File: config.mk
export PLATFORM = sky130hd
export DESIGN_NAME = ds_decimator
export DESIGN_NICKNAME = d
export VERILOG_FILES = /design/src/rtl/ds_decimator.sv
export SDC_FILE = /design/constraint.sdc
export NUM_CORES = 1
export LEC_CHECK = 0
export ABC_CLOCK_PERIOD_IN_PS = 4190
export BUFFER_PORTS_ARGS = -buffer_cell sky130_fd_sc_hd__clkbuf_2
export CAP_MARGIN = 20
export CORE_ASPECT_RATIO = 0.7
export CORE_MARGIN = 2
export CORE_UTILIZATION = 30
export CTS_BUF_LIST = sky130_fd_sc_hd__clkbuf_4
export DETAILED_ROUTE_END_ITERATION = 6
export PLACE_DENSITY = 0.56
export RECOVER_POWER = 50
export SETUP_SLACK_MARGIN = 0.3
export SYNTH_ARGS = -nofsm -noshare
export SYNTH_HDL_FRONTEND = slang
export SYNTH_SLANG_ARGS = --single-unit
File: constraint.sdc
create_clock -name CLK -period 4.19 [get_ports CLK]
set_input_delay 0.2095 -clock CLK [delete_from_list [all_inputs] [get_ports CLK]]
set_output_delay 0.2095 -clock CLK [all_outputs]
set_load 0.02 [all_outputs]
File: src/rtl/ds_decimator.sv
// Second-order CIC decimator for a 1-bit delta-sigma bitstream, R = 2**C_DEC_LOG2.
// Define DS_DECIMATOR_SATURATE_EN to clamp full scale instead of truncating it.
module ds_decimator #(
    parameter int unsigned C_DEC_LOG2 = 6,
    parameter int unsigned C_OUT_BITS = 16
) (
    input  logic                  CLK,
    input  logic                  RSTB,
    input  logic                  DS_IN,
    input  logic                  DS_EN,
    input  logic                  SYNC_CLR,
    output logic [C_OUT_BITS-1:0] DATA,
    output logic                  VALID
);

    localparam int unsigned W     = 2 * C_DEC_LOG2 + 1;
    localparam int unsigned MW    = 2 * C_DEC_LOG2;
    localparam int unsigned SHIFT = C_OUT_BITS - MW;

    typedef enum logic [1:0] {
        StWarm0,
        StWarm1,
        StRun
    } state_e;

    state_e                  state_q;
    logic [W-1:0]            i1_q;
    logic [W-1:0]            i2_q;
    logic [W-1:0]            i2_dly_q;
    logic [W-1:0]            c1_dly_q;
    logic [C_DEC_LOG2-1:0]   cnt_q;
    logic                    tick_q;
    logic [MW-1:0]           map_q;
    logic                    upd_q;
    logic                    pend_q;
    logic [C_OUT_BITS-1:0]   data_q;
    logic                    valid_q;

    logic [W-1:0]            i1_nxt;
    logic [W-1:0]            i2_nxt;
    logic [W-1:0]            c1;
    logic [MW-1:0]           mapped;

    always_comb begin
        i1_nxt = i1_q + W'(DS_IN);
        i2_nxt = i2_q + i1_nxt;
        c1     = i2_q - i2_dly_q;
    end

`ifdef DS_DECIMATOR_SATURATE_EN
    logic [W-1:0] raw;

    // raw never exceeds 2**MW in steady state, so the top bit alone flags overflow.
    always_comb begin
        raw    = c1 - c1_dly_q;
        mapped = raw[W-1] ? {MW{1'b1}} : raw[MW-1:0];
    end
`else
    always_comb begin
        mapped = MW'(c1 - c1_dly_q);
    end
`endif

    // Integrators, decimation counter and comb; DATA holds across SYNC_CLR.
    always_ff @(posedge CLK or negedge RSTB) begin
        if (!RSTB) begin
            i1_q     <= '0;
            i2_q     <= '0;
            i2_dly_q <= '0;
            c1_dly_q <= '0;
            cnt_q    <= '0;
            tick_q   <= 1'b0;
            map_q    <= '0;
            upd_q    <= 1'b0;
            data_q   <= '0;
        end else if (SYNC_CLR) begin
            i1_q     <= '0;
            i2_q     <= '0;
            i2_dly_q <= '0;
            c1_dly_q <= '0;
            cnt_q    <= '0;
            tick_q   <= 1'b0;
            upd_q    <= 1'b0;
        end else begin
            if (DS_EN) begin
                i1_q  <= i1_nxt;
                i2_q  <= i2_nxt;
                cnt_q <= cnt_q + C_DEC_LOG2'(1);
            end
            tick_q <= DS_EN && (cnt_q == {C_DEC_LOG2{1'b1}});
            if (tick_q) begin
                i2_dly_q <= i2_q;
                c1_dly_q <= c1;
                map_q    <= mapped;
            end
            upd_q <= tick_q;
            if (upd_q) begin
                data_q <= C_OUT_BITS'(map_q) << SHIFT;
            end
        end
    end

    // Warm-up sequencer: the first two ticks after reset/clear never raise VALID.
    always_ff @(posedge CLK or negedge RSTB) begin
        if (!RSTB) begin
            state_q <= StWarm0;
            pend_q  <= 1'b0;
            valid_q <= 1'b0;
        end else if (SYNC_CLR) begin
            state_q <= StWarm0;
            pend_q  <= 1'b0;
            valid_q <= 1'b0;
        end else begin
            pend_q  <= tick_q && (state_q == StRun);
            valid_q <= pend_q;
            if (tick_q) begin
                case (state_q)
                    StWarm0: state_q <= StWarm1;
                    StWarm1: state_q <= StRun;
                    StRun:   state_q <= StRun;
                    default: state_q <= StWarm0;
                endcase
            end
        end
    end

    assign DATA  = data_q;
    assign VALID = valid_q;

    valid_one_cycle: assert property (@(posedge CLK) disable iff (!RSTB) VALID |=> !VALID);

endmodule

Word level (Yosys, flattened, before mapping)
Cells that the tools add are included.
{ "word_totals": {"regBits": 86, "word_cells": 46, "ramBits": 0, "romBits": 0, "latchBits": 0, "input_bits": 5, "output_inout_bits": 17, "mem_count": 0} }
{ "classes": {"magnitude_cmp": 0, "n_mux": 17, "div": 0, "addsub": 5, "shift": 0, "eq_ne": 3, "multipliers": 0, "n_bitwise": 1, "n_reduce_logical": 8} }
{ "op_table": {"columns": ["op", "n"], "rows": [
  ["$mux W13", 4],
  ["$mux W12", 4],
  ["$sub A12 B12 Y12", 2],
  ["$add A13 B1 Y13", 1],
  ["$add A13 B13 Y13", 1],
  ["$mux W6", 2],
  ["$add A6 B1 Y6 const B", 1],
  ["$eq A6 B6 Y1 const B", 1],
  ["$mux W1", 4],
  ["$mux W2", 2],
  ["$pmux W2 S2", 1],
  ["$reduce_and A2 Y1", 2],
  ["$reduce_bool A2 Y1", 2],
  ["$eq A2 B1 Y1 const B", 1],
  ["$eq A2 B2 Y1 const B", 1],
  ["$logic_and A1 B1 Y1", 2],
  ["$logic_not A2 Y1", 1],
  ["$reduce_or A2 Y1", 1],
  ["$not A1 Y1", 1]
]} }

Longest topological paths before layout
{ "logic_depth": {"ltp_word": 5, "ltp_mapped": 17, "mapped_depth_nobuf": 17} }

Worst setup path before layout
No wires, ideal clock.
{ "synth_timing": {"path_type": "register to register", "startpoint": "register i2_q[0]", "endpoint": "register map_q[10]", "setup_slack_ns": 1.064, "t_arrival_ns": 2.996, "setup_ns": 0.130, "period_less_slack_ns": 3.126, "path_buffers": 0, "required_time_ns": 4.060, "stages_incl_launch_ff": 17, "path_cell_list": "dfrtp_1 inv_1 ha_1 fa_1 nor2b_1 o21a_1 o21ai_0 nand2b_1 a21oi_1 xnor2_1 ha_1 a21o_1 a2111o_1 a41o_1 a21oi_2 xor2_1 o21ai_1"} }
{ "synth_between": {"elab_chain_len": 2} }
{ "synth_lines": {"columns": ["item", "line", "text"], "rows": [
  ["start: declaration", "28", "logic [W-1:0] i2_q;"],
  ["start signal: assignment", "87", "i2_q <= i2_nxt;"],
  ["$sub A12 B12 Y12", "47", "c1 = i2_q - i2_dly_q;"],
  ["$sub A12 B12 Y12", "60", "mapped = MW'(c1 - c1_dly_q);"],
  ["end signal: assignment", "94", "map_q <= mapped;"],
  ["end: declaration", "33", "logic [MW-1:0] map_q;"]
]} }
Every way passes these cells.
A chain may end at the register's enable or synchronous reset.

Worst setup path in the final report
{ "layout_timing": {"startpoint": "register i2_q[0]", "endpoint": "register map_q[11]"} }
Same word-level chain as after synthesis.

==> qor.yml <==
timing:
  rsz0062_at_grt: "false"
  worst_slew_pin_slew_ns: 2.606
  period_minus_slack_ns: 3.474
  timing.setup.tns_ns: 0
  max_freq_ghz: 0.2879
  setup_violations: 0
  finClkSkew_ns: 0.02182
  fin_crit_sh_pct: 82.91
  finalHoldViolCount: 0
  relSlewSlack_pct: -73.76
  holdWs_ns: 0.1963
  slew_violations: 160
setup_path:
  cp_num_buf_inv: 1
  path_cells: "inv_1 -> ha_1 -> fa_1 -> nor2b_1 -> o21a_1 -> o21ai_1 -> nand2b_1 -> a21oi_1 -> xnor2_1 -> ha_1 -> a21oi_1 -> nand2_1 -> o2111ai_1 -> a311oi_1 -> xor2_1 -> or3_1 -> nand3_1"
  timing.critical_path.slowest_stage_cell: "dfrtp_1"
  reg2reg_depth: 17
  crit_cells: 17
  cp.required_ns: 4.58
  worst_setup_path_end_kind: "flop"
  worstSetupStartpoint: "i2_q[0]"
  slowest_delay_ns: 0.42
  regToRegStartpoint: "i2_q[0]"
  r2r_end: "map_q[11]"
  crit_family: "adder cells"
  crit_path_max_fanout: 5
  crit_type: "flop to flop"
  critPathLaunchType: "flop"
  r2r_slack_ns: 0.72
  cp.arrival_ns: 3.86
synth:
  netlist_area_um2: 5006
  ys_warn_count: 0
  yosysSeqAreaShare_pct: 41.99
  synthFlopType: "dfrtp_1"
  synth_edf_count: 0
  ys_types: 44
  syn_inst: 516
  async_flop_share_pct: 100.0
  avgSynthCellArea_um2: 9.702
  ys_ff_latch: 84
global_routing:
  grt_pass1_wl_um: 16500
  grt_pass1_vias: 3386
  grt_max_degree: 85
  grt-ovfl-total: 0
  grt_usage_pct: 11.65
  antenna_found_initial: 1
floorplanning:
  boundaryPins: 22
  initial_utilization_pct: 30.72
  die_h_um: 112.1
  fp.dieArea_um2: 17750
  core-area_um2: 16300
  die_w_um: 158.4
  row_count: 39
final_layout:
  area_growth_pct: 9.373
  final_common_cell: "dfrtp_1"
  drive_gt1_share_pct: 8.209
  regArea_um2: 2102
  n_antenna_cell: 0
  n_fill_cell: 1716
  nets: 578
  final_cell_mix: "dfrtp_1 (84), nor2_1 (64), nand2_1 (38), ha_1 (38), mux2i_1 (34)"
  stdcell_count: 761
  multi_input_area_um2: 2698
  stdcell_area_um2: 5475
place:
  hpwlAfterDp_um: 6659
  placed_area_um2: 5308
  gp_congestion: 0.8060
  placedCellCount: 742
  io_buffers: 17
clocking:
  h-tree-depth: 3
  numCtsBuffers: 9
  clkLatencyLatePin_ns: 0.45
  root_buffer: "clkbuf_4"
  path_clk_slew_ns: 0.14
  post_cts_buffers: 0
  cts_tree: "done"
  clock_path_buffers: 2
  cts.sinks: 84
detailed_routing:
  drtIter0Drc: 168
  drt-pass1-iter-count: 4
  highest_layer: "met4"
  drt-met1-wl_um: 5220
  wl_per_cell_um: 12.49
  vias_per_cell: 4.543
  routed-wl-met3_um: 280
  ant_nets: 0
  routed-via-count: 3457
  wl_met2_um: 3878
  drc_errors: 0
  routed_wl_um: 9507
power_and_ir_drop:
  worst_ir_drop_vdd_uv: 115.4
  power_density_nw_per_um2: 285.8
  leakagePower_uw: 0.002585
hold_path:
  min_from: "DS_IN"
  hold_class: "primary input to flop"
  min_path_cells: 4
  hold_end: "i1_q[0]"
job:
  max-cap-violations: 3
status:
  violations: "capacitance limit, slew limit"
  status: "finished with violations"
[what timing repair did]
| action | 4_1_cts | 5_1_grt |
|---|---|---|
| hold buffers | 2 | 0 |
| endpoints found under the hold margin | 86 | 0 |
| resized for setup | 0 | 1 |
| setup endpoints to repair | 0 | 1 |
[area by class of cell]
type                       instances  area share (%)
clock buffer                       9           1.234
clock inverter                     6           1.463
inverter                          33           2.262
multi-input combinational        381           49.27
sequential                        84           38.39
tap                              225           5.142
timing repair buffer              23           2.239
[metal layers]
layer,vias to the layer above,global-route usage (%)
met5,-,0
met4,0,3.964
met3,10,2.819
met2,35,16.38
met1,1633,17.42
li1,1779,-
[power breakdown]
| group | internal (uW) | total (uW) | switching (uW) |
|---|---|---|---|
| Clock | 234 | 517 | 283 |
| Sequential | 816 | 823 | 6.50 |
| Combinational | 91.9 | 225 | 133 |
[how the worst max path moves through the flow]
stage / endpoint / slack [ns]
2_1_floorplan: map_q[10] / 1.06
3_3_place_gp: map_q[11] / 0.79
3_5_place_dp: map_q[11] / 0.73
4_1_cts: map_q[11] / 0.67
5_1_grt: map_q[11] / 0.37
6_report: map_q[11] / 0.72
[synthesized netlist by cell type, types with 5 or more instances]
| cell type | count | share of area [%] |
|---|---|---|
| nor2b_1 | 5 | 0.62 |
| nand2b_1 | 14 | 1.7 |
| nand2_1 | 38 | 2.8 |
| xnor2_1 | 24 | 4.2 |
| nand3_1 | 7 | 0.70 |
| o21ai_0 | 25 | 2.5 |
| nand4_1 | 7 | 0.87 |
| mux2_2 | 12 | 2.7 |
| ha_1 | 38 | 9.5 |
| and3_1 | 7 | 0.87 |
| mux2i_1 | 34 | 6.8 |
| nor2_1 | 64 | 4.8 |
| xor2_1 | 28 | 4.9 |
| inv_1 | 33 | 2.5 |
| clkbuf_1 | 15 | 1.1 |
| dfrtp_1 | 84 | 42 |
| a21o_1 | 9 | 1.3 |
| a21oi_1 | 21 | 2.1 |
[worst reg2reg max path, cell delays in order (launching register included)]
cell and delay, ns:
dfrtp_1 0.42, inv_1 0.06, ha_1 0.22, fa_1 0.42, nor2b_1 0.14, o21a_1 0.15, o21ai_1 0.11, nand2b_1 0.09
a21oi_1 0.07, xnor2_1 0.19, ha_1 0.31, a21oi_1 0.18, nand2_1 0.08, o2111ai_1 0.24, a311oi_1 0.15, xor2_1 0.17
or3_1 0.32, nand3_1 0.08
[per-stage QoR]
stage          utilization [%]  power, uW  setup WS [ns]
3_5_place_dp             32.57       1063         0.7251
2_1_floorplan                -       1007          1.064
3_3_place_gp             32.57       1059         0.7937
4_1_cts                  33.59       1594         0.6657
5_1_grt                  33.59       1650         0.3698
6_report                 33.59       1565         0.7162
[registers in the layout, indices dropped and copies added (netlist names)]
| signal | flops |
|---|---|
| DATA | 12 |
| VALID | 1 |
| c1_dly_q | 12 |
| cnt_q | 6 |
| i1_q | 12 |
| i2_dly_q | 12 |
| i2_q | 12 |
| map_q | 12 |
| pend_q | 1 |
| state_q | 2 |
| tick_q | 1 |
| upd_q | 1 |
[logic make-up after synthesis]
group | Yosys count | synth area share [%]
compound gates | 79 | 9.672
xor+xnor | 52 | 9.098
flops | 84 | 41.99
simple gates | 159 | 14.62
mux | 46 | 9.498
fa+ha+maj | 41 | 10.70
buf+inv | 54 | 4.349
other cells | 1 | 0.07491
(Power assumes the default switching activity.)
